--- src/rtl/hit_stay_arbiter.sv ---
// Arbitrates the BlackJack FSM's active-low Hit/Stay inputs between push-buttons and the tester.
// Each accepted request becomes one fixed-width pulse, followed by a lockout and a release-before-rearm wait.
module hit_stay_arbiter #(
    parameter int         HOLD_CYCLES = 255,
    parameter int         LOCKOUT     = 255,
    parameter logic [4:0] PLAYER_TURN = 5'b01001
) (
    input  logic       clk,
    input  logic       Reset,
    input  logic [4:0] StateFSM,
    input  logic       AutoMode,
    input  logic       i_BtnHit,
    input  logic       i_BtnStay,
    input  logic       i_TesterHit,
    input  logic       i_TesterStay,
    output logic       o_Hit,
    output logic       o_Stay,
    output logic       o_Busy,
    output logic       o_Source
);

    localparam int MAX_COUNT = (HOLD_CYCLES > LOCKOUT) ? HOLD_CYCLES : LOCKOUT;
    localparam int CW        = $clog2(MAX_COUNT + 1);

    localparam logic [CW-1:0] HOLD_LOAD = CW'(HOLD_CYCLES - 1);
    localparam logic [CW-1:0] LOCK_LOAD = CW'(LOCKOUT - 1);
    localparam logic [CW-1:0] ONE       = CW'(1);

    typedef enum logic [2:0] {
        IDLE,
        HIT,
        STAY,
        LOCK,
        RELEASE
    } state_t;

    state_t        state;
    state_t        stateNext;
    logic [CW-1:0] count;
    logic [CW-1:0] countNext;
    logic          sourceNext;
    logic          hitNext;
    logic          stayNext;
    logic          busyNext;

    logic selHit;
    logic selStay;
    logic relHit;
    logic relStay;

    // Live source selects new requests; the latched source decides when a held line is let go.
    assign selHit  = AutoMode ? i_TesterHit  : i_BtnHit;
    assign selStay = AutoMode ? i_TesterStay : i_BtnStay;
    assign relHit  = o_Source ? i_TesterHit  : i_BtnHit;
    assign relStay = o_Source ? i_TesterStay : i_BtnStay;

    always_comb begin
        stateNext  = state;
        countNext  = count;
        sourceNext = o_Source;

        case (state)
            IDLE: begin
                if ((StateFSM == PLAYER_TURN) && (!selHit || !selStay)) begin
                    sourceNext = AutoMode;
                    countNext  = HOLD_LOAD;
                    // Stay takes priority when both lines are low together.
                    stateNext  = !selStay ? STAY : HIT;
                end
            end
            HIT, STAY: begin
                if (count == '0) begin
                    countNext = LOCK_LOAD;
                    stateNext = LOCK;
                end else begin
                    countNext = count - ONE;
                end
            end
            LOCK: begin
                if (count == '0) begin
                    stateNext = RELEASE;
                end else begin
                    countNext = count - ONE;
                end
            end
            RELEASE: begin
                if (relHit && relStay) begin
                    stateNext = IDLE;
                end
            end
            default: begin
                stateNext = IDLE;
                countNext = '0;
            end
        endcase
    end

    // Pulse outputs follow the state one cycle late, so they are pure flop outputs.
    always_comb begin
        hitNext  = (state != HIT);
        stayNext = (state != STAY);
        busyNext = (stateNext != IDLE);
    end

    always_ff @(posedge clk or posedge Reset) begin
        if (Reset) begin
            state    <= IDLE;
            count    <= '0;
            o_Hit    <= 1'b1;
            o_Stay   <= 1'b1;
            o_Busy   <= 1'b0;
            o_Source <= 1'b0;
        end else begin
            state    <= stateNext;
            count    <= countNext;
            o_Hit    <= hitNext;
            o_Stay   <= stayNext;
            o_Busy   <= busyNext;
            o_Source <= sourceNext;
        end
    end

endmodule

--- config.mk ---
export PLATFORM = sky130hd
export DESIGN_NAME = hit_stay_arbiter
export DESIGN_NICKNAME = d
export VERILOG_FILES = /design/src/rtl/hit_stay_arbiter.sv
export SDC_FILE = /design/constraint.sdc
export NUM_CORES = 1
export LEC_CHECK = 0
export ABC_AREA = 1
export CORE_MARGIN = 1.5
export CORE_UTILIZATION = 50
export CTS_BUF_LIST = sky130_fd_sc_hd__clkbuf_16
export DETAILED_ROUTE_END_ITERATION = 10
export PLACE_DENSITY = 0.81
export SYNTH_ARGS = -nofsm -noshare
export SYNTH_HDL_FRONTEND = slang
export SYNTH_SLANG_ARGS = --single-unit
export TNS_END_PERCENT = 1
--- constraint.sdc ---
create_clock -name clk -period 1.55 [get_ports clk]
set_input_delay 0.155 -clock clk [delete_from_list [all_inputs] [get_ports clk]]
set_output_delay 0.155 -clock clk [all_outputs]
set_load 0.02 [all_outputs]
# Word level (Yosys, flattened, before mapping)
# Index checks and enable logic that the tools add are counted.
dict set report classes {
  n_reduce_logical 11
  bitwise_logic 1
  n_addsub 1
  n_mux 14
  eq_ne 9
}
# cell n
set ops {}
lappend ops {{one-hot mux 8 bit (4 select lines)} 1}
lappend ops {{two-way mux 8 bit} 3}
lappend ops {{two-way mux 3 bit} 4}
lappend ops {{one-hot mux 3 bit (4 select lines)} 1}
lappend ops {{logical NOT 8 bit} 1}
lappend ops {{subtractor 8 x 1 -> 8 bit, second input constant} 1}
lappend ops {{equality test 3 x 2 -> 1 bit, second input constant} 2}
lappend ops {{equality test 5 x 4 -> 1 bit, second input constant} 1}
lappend ops {{two-way mux 1 bit} 4}
lappend ops {{!= test 2 bit, second input constant} 2}
lappend ops {{equality test 3 x 1 -> 1 bit, second input constant} 1}
lappend ops {{equality test 3 bit, second input constant} 1}
lappend ops {{logical NOT 3 bit} 1}
lappend ops {{!= test 3 x 1 -> 1 bit, second input constant} 1}
lappend ops {{!= test 3 x 2 -> 1 bit, second input constant} 1}
lappend ops {{AND reduction 3 bit} 1}
lappend ops {{nonzero test 3 bit} 1}
lappend ops {{logical AND 1 bit} 2}
lappend ops {{logical NOT 1 bit} 2}
lappend ops {{two-way mux 2 bit} 1}
lappend ops {{AND reduction 2 bit} 1}
lappend ops {{OR reduction 2 bit} 1}
lappend ops {{logical OR 1 bit} 1}
lappend ops {{inverter 1 bit} 1}
dict set report totals {
  register_bits 15
  out_inout_bits 4
  in_bits 12
  wordCells 42
}

# Longest topological paths before layout
# Gate-level depths: netlist (run 1).
dict set report logic_depth {
  word_depth 7
  mapped_depth 10
  mapped_depth_nobuf 10
}

# Least setup slack after synthesis (run 1)
# Ideal clock, no wire load.
dict set report synth_path {
  kind {register to register}
  from {register count[0]}
  to {register count[7]}
  setup_ns 0.117
  t_arrival_ns 1.292
  slack_ns 0.141
  path_buffers 0
  required_ns 1.433
  period_less_slack_ns 1.409
  path_stages_with_launch 10
  path_cell_list {dfrtp_1 > inv_1 > ha_1 > nand3_1 > nor2_4 > nand2_2 > nand2_2 > nor2_4 > nand2_1 > nand2_1}
}
dict set report synth_between {
  elab_chain_cells 3
  word_cells_on_any_way 7
  classes_between {add/sub: 1; eq/ne: 1; mux: 3; reduce/logical: 2}
}
# element line_no
set synth_lines {}
lappend synth_lines {{from (decl)} 39} ;# logic [CW-1:0] count;
lappend synth_lines {{from (signal assigned)} 115} ;# count <= countNext;
lappend synth_lines {{subtractor 8 x 1 -> 8 bit / logical NOT 8 bit (equally long branches)} -}
lappend synth_lines {{two-way mux 8 bit, or another cell as far along} 80} ;# if (count == '0) begin
lappend synth_lines {{one-hot mux 8 bit (4 select lines) / AND reduction 3 bit (equally long branches)} -}
# Several ways; a longest one is shown, not always the timed one. The select of a mux whose other input is x is not followed.
# A chain may end at the register's enable or synchronous reset.

# Final worst setup path (run 1)
dict set report layout_path {
  from {register count[0]}
  to {register count[0]}
}
# The elaborated chain is that of the path after synthesis.

==> results.md, run 1 <==
* Status: finished clean
* Post-DP HPWL at 1580 um
* Final hold violations at 0
* Net Count, Synth at 163
* Layout cell share with drive strength beyond 1 at 0.145
* Vias in the first global route at 861
* Clock sink count at 15
* Final Critical Period at 1.51 ns
* Most common cell on crit path: nand2_1
* Syn Area/Cell at 6.72 um^2
* I/O pins at 16
* Crit Path Class: register to register
* Worst EP arrival at 1.64 ns
* Antenna-violating nets left at 0
* TritonCTS buffer count at 3
* CTS tree: yes
* Cells on worst reg2reg path at 10
* Sequence of cells on the critical path: inv_2, ha_1, nand3_1, nor2_4, buf_4, inv_1, nand3_1, nand2_1, nand2_1, nand2_1
* Core Rows at 16
* Final setup fails at 0
* Max Root-Sink Buffers at 2
* Maximum vdd drop at 1030 uV
* Final #Nets at 187
* Static leakage at 0.691 nW
* CTS root buffer: clkbuf_16
* Final GP Congestion at 0.934
* Initial core utilization at 0.521
* Die Wd at 47.7 um
* Vias at 1,015
* Synth area leaders: dfrtp_1, nand2_1, inv_1, nand3_1, dfstp_2
* Synthesized area at 1000 um^2
* Clk_skew at 0.00200 ns
* Hold Path Class: input pin to asynchronous set/reset pin
* Ys Warns at 0
* Largest net degree at the start of global routing at 16
* Initial DRC Count at 54
* Number of remaining DRC errors at 0
* Post-CTS Hold Fix Bufs at 0
* Crit path largest cell delay at 0.40 ns
* Most frequent cells in the layout: nand2_1, inv_1, clkdlybuf4s50_1
* Global-route wire length before repair at 3530 um
* R2R Path End: count[0]
* Cell taking the most area after synthesis: dfrtp_1
* Drt pass-1 iters at 4
* Top cell type's share of synthesized area at 0.325
* I/O Buffers at 15
* Antenna violations before repair at 0
* Global-route usage over all layers at 0.219
* Critical Path End Type: register
* Die height at 47.7 um
* Slowest CP cell: dfrtp_1
* Seq/Total Area, Yosys at 0.377
* Slew headroom at 0.623
* Final Max Tran Viols at 0
* H-tree depth at 1
* Clock Latency Late Sink at 0.24 ns
* Final WL at 2270 um
* Layout area overhead at 32.0%
* Reg2Reg Setup Slack at 0.04 ns
* Pwr Density at 1890 nW/um^2
* Core area at 1920 um^2
* Final TNS setup at 0 ns
* Commonest non-fill, non-tap cell in the layout: nand2_1
* Synth Register Bits at 15
* Gate Count Post-Synth at 149
* Ratio of final minimum period to clock period at 0.975
* Reg clk slew, reported paths at 0.05 ns
* Util after Layout at 0.688
* Worst-path fanout max at 4
* WL/cell at 11.4 um
* Slew @ Worst Pin at 0.565 ns
* Number of diodes at 0
* CP required at 1.68 ns
* Grt ovf at 0
* DR vias/cell at 5.10
* DIE AREA at 2280 um^2
* Startpoint types: register
* Distinct cells, synth at 20
* Fmax at 661 MHz
* Max Cap Violations at 0
* Reg-to-reg critical path startpoint: count[0]
==> worst max-delay path, delay by kind of cell (launching register included) <==
kind | cells | cell delay [ns]
adders and majority gates | 1 | 0.17
buffers and inverters | 3 | 0.27
DFF | 1 | 0.40
and+or+nand+nor | 6 | 0.56
==> registers in the layout, summed over array words and instances, names as in the netlist <==
register and flops:
count 8, o_Busy 1, o_Hit 1, o_Source 1, o_Stay 1, state 3
==> Yosys cell counts <==
| library cell | instances |
|---|---|
| inv_2 | 1 |
| nor2_4 | 2 |
| nand2_2 | 4 |
| nor3_2 | 1 |
| nor2_1 | 11 |
| nand3b_1 | 1 |
| o21ai_0 | 4 |
| xor2_1 | 1 |
| dfrtp_1 | 13 |
| inv_1 | 20 |
| a21oi_1 | 1 |
| nor2_2 | 1 |
| a31oi_1 | 1 |
| nand4_1 | 4 |
| nand3_2 | 2 |
| nand2_1 | 66 |
| dfstp_2 | 2 |
| a21boi_4 | 1 |
| ha_1 | 2 |
| nand3_1 | 11 |
==> area by class of cell <==
cell class,count,area (um^2)
clock inverter,1,3.75
fill,153,601
tap,27,33.8
timing repair buffer,19,180
multi-input combinational,113,572
clock buffer,3,75.1
sequential,15,378
inverter,21,78.8
==> worst max path at each step <==
stage               cells past startpoint  slack (ns)  startpoint        to
global route                           10       -0.07    count[0]  count[0]
finish                                 10        0.04    count[0]  count[0]
CTS                                    11        0.01    count[0]  count[6]
global placement                       10        0.06    AutoMode  count[0]
detailed placement                     10        0.01    AutoMode  count[0]
floorplan                               9        0.14    count[0]  count[7]
==> per-layer routing <==
layer / global-route usage / up-vias / routed length, um
li1: - / 509 / -
met1: 0.274 / 448 / 933
met2: 0.363 / 53 / 1170
met3: 0.0528 / 5 / 130
met4: 0.0811 / 0 / 36
met5: 0 / - / 0
==> kinds of logic after synthesis <==
logic type / synth area share
AO/OA/AOI/OAI: 0.0500
XOR/XNOR: 0.00875
adder cells (fa/ha/maj): 0.0250
buffers and inverters: 0.0787
flip-flops: 0.377
AND/OR/NAND/NOR: 0.460
==> stage by stage <==
step                      power (mW)  cell area [um^2]  hold slack (ns)  instances  setup slack [ns]
final                           2.50              1320            0.266        199            0.0382
after global routing            2.71              1320            0.375        199           -0.0703
after CTS                       2.41              1280            0.289        197            0.0113
after detailed placement        1.88              1200            0.495        193            0.0128
after global placement          1.85              1200            0.491        193            0.0626
after floorplan                 1.55              1000           0.0550        149             0.141
==> power by group <==
| part | total, mW | internal (mW) | leakage (nW) | switching [mW] |
|---|---|---|---|---|
| clock network | 0.485 | 0.340 | 0.0423 | 0.144 |
| registers | 0.746 | 0.572 | 0.181 | 0.174 |
| logic | 1.27 | 0.493 | 0.469 | 0.778 |
| total | 2.50 | 1.41 | 0.691 | 1.10 |
==> repair_timing <==
item,in CTS,in global routing
setup endpoints to repair,0,9
gates resized for setup,0,7
setup buffers,0,2
No activity file was read; power rests on OpenSTA's default activity.
==> inputs of run 2 (changes only) <==
- CORE_UTILIZATION: 50 -> 40
- DONT_BUFFER_PORTS: unset -> 1
- PLACE_DENSITY: 0.81 -> 0.6
==> run 2 against run 1 <==
Compared with the run above:
- cell count fell by 7.0%
- design area fell by 12%
- critical endpoint is now o_Busy
- global-route usage fell by 2.3 points
- critical path type unchanged
- register-to-register slack improved by 0.11 ns
- sequential cell count did not move
- die area rose by 23%
- largest cell class unchanged
- core utilization fell by 18 points
- clock-buffer cell count did not move
- sequential share of layout area rose by 3.9 points
==> results.md, run 2 (synthesis results as in run 1) <==
* Multi-input combinational cell area at 557 um^2
* Clock sink count at 15
* Final Max Tran Viols at 0
* Clock Latency Late Sink at 0.25 ns
* Commonest non-fill, non-tap cell in the layout: nand2_1
* Static leakage at 0.630 nW
* Global-route wire length before repair at 3900 um
* Total chip power at 2.35 mW
* CTS root buffer: clkbuf_16
* GR Layer Usage met2 at 0.296
* Drt pass-1 iters at 4
* Busiest grt layer: met2
* Most frequent cells in the layout: nand2_1, inv_1, dfrtp_1
* Register area at 378 um^2
* Critical Path End Type: register
* Most flop-heavy register: count
* Fillers at 227
* Global-route usage over all layers at 0.196
* Post-DP HPWL at 1620 um
* GR Layer Usage met3 at 0.0508
* WL/cell at 11.8 um
* GR Util met1 at 0.258
* Core Rows at 17
* Die Wd at 53.0 um
* Hold Path Class: input pin to register
* H-tree depth at 1
* Largest net degree at the start of global routing at 16
* Final #Nets at 172
* Status: finished clean
* DIE AREA at 2810 um^2
* TritonCTS buffer count at 3
* Number of remaining DRC errors at 0
* Slew @ Worst Pin at 0.585 ns
* Max Root-Sink Buffers at 2
* Grt ovf at 0
* Antenna violations before repair at 0
* Vias at 936
* Max reg flops at 8
* Worst EP arrival at 1.54 ns
* Layout area overhead at 16.0%
* Crit Path Class: register to register
* Worst-path fanout max at 9
* Core area at 2300 um^2
* Final setup fails at 0
* Top Registers: count (8), state (3)
* DR vias/cell at 5.06
* Reg clk slew, reported paths at 0.05 ns
* Final Critical Period at 1.40 ns
* Final WL at 2180 um
* Pwr Density at 2030 nW/um^2
* CP required at 1.69 ns
* Initial core utilization at 0.436
* Vias in the first global route at 899
* Final GP Congestion at 0.935
* Ratio of final minimum period to clock period at 0.906
* I/O Buffers at 0
* Finished Layout Cells at 185
* Clk_skew at 0.00202 ns
* CTS tree: yes
* Die height at 53.0 um
* Initial DRC Count at 36
* DP Cell Count at 179
* Final TNS setup at 0 ns
* Number of diodes at 0
* Maximum vdd drop at 980 uV
* RSZ-0062 raised after global routing: false
* Layout cell share with drive strength beyond 1 at 0.140
* Startpoint types: register
* Fmax at 712 MHz
* Max Cap Violations at 0
* Final hold violations at 0
* I/O pins at 16
* Slew headroom at 0.609
* Antenna-violating nets left at 0
-- run 2: critical path, stage by stage (launching register included) --
cell and delay [ns]:
dfrtp_1 0.38, inv_1 0.10, ha_1 0.15, nand3_1 0.11, nor2_4 0.18, nand2_4 0.09
nand2_2 0.09, nor2_4 0.06, nand2_1 0.08, nand2_1 0.05
-- run 2: path summary, 6_finish.rpt --
path                       startpoint        to  slack, ns  depth (start not counted)
setup / recovery             count[0]    o_Busy       0.15                          9
hold / removal               AutoMode  o_Source       0.04                          2
setup reg to reg             count[0]    o_Busy       0.15                          9
hold reg to reg              count[0]  count[0]       0.51                          2
max in group asynchronous       Reset  state[2]       0.76                          2
min in group asynchronous       Reset  count[6]       0.41                          2
-- run 2: metal layers --
metal	part of all wire	vias up
li1	-	480
met1	0.47	432
met2	0.47	20
met3	0.041	4
met4	0.016	0
met5	0	-
-- run 2: layout make-up --
class / count / area share
multi-input cells: 113 / 0.480
clock buffers: 3 / 0.0647
well taps: 28 / 0.0302
repair buffers: 4 / 0.0280
clock inverters: 1 / 0.00431
inverters: 21 / 0.0679
flip-flops and latches: 15 / 0.325
-- run 2: power breakdown --
group          internal [mW]  leakage, nW  switching, mW  total, mW
combinational          0.377        0.409          0.672       1.05
clock                  0.345       0.0409          0.171      0.516
sequential             0.573        0.181          0.215      0.788
total                   1.30        0.630           1.06       2.35
-- run 2: repair_timing --
item | CTS | global route
resized for setup | 0 | 3
hold endpoints to repair | 13 | 0
hold buffers | 1 | 0
setup endpoints to repair | 0 | 9
buffers inserted | 0 | 1
-- run 2: metrics by stage --
| stage | setup WS, ns | instance area (um^2) | util | hold WS [ns] |
|---|---|---|---|---|
| after CTS | 0.0617 | 1140 | 0.497 | 0.0314 |
| final | 0.146 | 1160 | 0.505 | 0.0357 |
| after global placement | 0.133 | 1050 | 0.458 | 0.143 |
| after detailed placement | 0.0858 | 1050 | 0.458 | 0.160 |
| after floorplan | 0.141 | 1000 | - | 0.0550 |
| after global routing | 0.00244 | 1160 | 0.505 | 0.0616 |
==> inputs of run 3 (changes only) <==
- PLACE_DENSITY: 0.6 -> 0.62
- clock period: 1.55 -> 1.2 ns (I/O delays scaled with it)
==> run 3 against run 2 <==
Compared with the run above:
- the flow now finishes with violations (negative setup slack)
- clock-buffer cell count unchanged
- worst hold slack lost 0.020 ns
- combinational power increased by 85%
- die area unchanged
- clock power grew 29%
- sequential share of layout area decreased by 4.9 points
- critical path depth unchanged
- critical endpoint is now count[3]
- largest cell class unchanged
==> results.md, run 3 (synthesis results as in run 1) <==
* Initial DRC Count at 21
* Met1 layer wirelength in the final routing at 1170 um
* WL/cell at 12.0 um
* Global-route wire length before repair at 4280 um
* Post-route cell area at 1370 um^2
* Antenna-violating nets left at 0
* Vias at 1,027
* Clock share of power at 0.186
* Hold path start: AutoMode
* Clock sink count at 15
* Final hold violations at 0
* Max Used Layer: met4
* Reg-to-reg critical path startpoint: count[1]
* Most frequent cells in the layout: nand2_1, buf_4, inv_1
* Ratio of final minimum period to clock period at 1.13
* Sw frac at 0.427
* Cells on worst reg2reg path at 9
* Final setup fails at 12
* Pwr Density at 2610 nW/um^2
* Slew headroom at 0.612
* Top Registers: count (8), state (3)
* Die Wd at 53.0 um
* Grt ovf at 0
* Final Max Tran Viols at 0
* Max Root-Sink Buffers at 2
* Most flop-heavy register: count
* Worst EP arrival at 1.49 ns
* Fmax at 736 MHz
* Commonest non-fill, non-tap cell in the layout: nand2_1
* Static leakage at 0.737 nW
* Worst-path fanout max at 9
* R2R Path End: count[3]
* Slew @ Worst Pin at 0.581 ns
* Detail Route met3 WL at 88 um
* Number of remaining DRC errors at 0
* CP required at 1.34 ns
* Status: finished, violations left
* Clock Latency Late Sink at 0.25 ns
* Placed cell areas at 1230 um^2
* Post-layout worst setup margin at -0.158 ns
* RSZ-0062 raised after global routing: true
* Clk_skew at 0.00294 ns
* Layout cell share with drive strength beyond 1 at 0.307
* Core area at 2300 um^2
* Post-DP HPWL at 1780 um
* Internal power at 2.05 mW
* Failing checks: negative setup slack
* Maximum vdd drop at 1350 uV
* Fillers at 201
* DR vias/cell at 4.96
* Hold depth at 2
* H-tree depth at 1
* Core Rows at 17
* Layout area overhead at 36.7%
* Number of diodes at 0
* Global-route usage over all layers at 0.213
* CTS root buffer: clkbuf_16
* TritonCTS buffer count at 3
* Hold endpoint: o_Source
* Max reg flops at 8
* Final #Nets at 194
* Total chip power at 3.57 mW
* CTS tree: yes
* Largest net degree at the start of global routing at 16
* Logic pwr share at 0.545
* Sw Pwr at 1.52 mW
* Critical Path End Type: register
* Met2 wire length at 1200 um
* Final Critical Period at 1.36 ns
* DIE AREA at 2810 um^2
* Crit Path Class: register to register
* Drt pass-1 iters at 4
* Sequential share of power at 0.269
* Hold Path Class: input pin to register
* I/O Buffers at 0
* I/O pins at 16
* Max Cap Violations at 0
* Final GP Congestion at 0.859
* Reg2Reg Setup Slack at -0.16 ns
* Vias in the first global route at 1,014
* Final WL at 2490 um
* Die height at 53.0 um
* Startpoint types: register
* Initial core utilization at 0.436
* Antenna violations before repair at 0
* Reg clk slew, reported paths at 0.05 ns
-- run 3: cell types whose count changed in the layout (fill, tap and decap cells not counted), moves of 2 or more --
cell / before / now
nor2_2: 1 / 6
buf_4: 3 / 25
nor2_1: 11 / 6
ha_1: 2 / 0
nand2_1: 66 / 64
-- run 3: worst max-delay path by stage --
stage / from / endpoint / slack [ns]
after detailed placement: count[0] / o_Busy / -0.15
after floorplan: count[0] / o_Busy / -0.08
after global placement: count[4] / o_Busy / -0.13
final: count[1] / count[3] / -0.16
after global routing: state[0] / count[2] / -0.26
after CTS: count[1] / count[3] / -0.18
-- run 3: layout make-up --
cell class / count / area, um^2 / share of cell area
multi-input cells: 113 / 599 / 0.438
flip-flops and latches: 15 / 378 / 0.276
repair buffers: 26 / 198 / 0.144
inverters: 21 / 78.8 / 0.0576
clock buffers: 3 / 75.1 / 0.0548
well taps: 28 / 35.0 / 0.0256
clock inverters: 1 / 5.00 / 0.00366
-- run 3: what timing repair did --
action	CTS	global route
setup buffers	1	0
pin swaps	1	1
setup endpoints to repair	12	13
hold buffers	1	0
hold endpoints to repair	13	0
gates resized for setup	4	7
-- run 3: critical path: stages, from the launching register on --
cell and delay [ns]:
dfrtp_1 0.38, inv_2 0.10, ha_4 0.14, nand3_2 0.07, nor2_4 0.18, nand2_4 0.10, nand2_4 0.08, nor2_4 0.06
nand2_1 0.08, nand2_1 0.05
-- run 3: power groups by stage --
stage | Clock [mW] | Sequential, mW | Combinational [mW]
after floorplan | 0 | 0.969 | 1.09
after global placement | 0 | 0.953 | 1.80
after detailed placement | 0 | 0.958 | 1.82
after CTS | 0.677 | 0.954 | 1.89
after global routing | 0.704 | 0.996 | 2.17
final | 0.664 | 0.961 | 1.94
-- run 3: routing by layer --
| metal | up-vias | global-route usage |
|---|---|---|
| met2 | 21 | 0.354 |
| met1 | 476 | 0.269 |
| li1 | 525 | - |
| met4 | 0 | 0.0769 |
| met5 | - | 0 |
| met3 | 5 | 0.0480 |
-- run 3: metrics by stage --
stage / cells / util / setup slack (ns) / setup TNS [ns] / hold slack [ns]
floorplan: 149 / - / -0.0806 / -0.652 / 0.0200
global placement: 201 / 0.537 / -0.133 / -1.04 / 0.111
detailed placement: 201 / 0.537 / -0.153 / -1.31 / 0.115
CTS: 207 / 0.588 / -0.175 / -1.63 / 0.00698
global route: 207 / 0.596 / -0.259 / -2.51 / 0.00761
finish: 207 / 0.596 / -0.158 / -1.49 / 0.0155
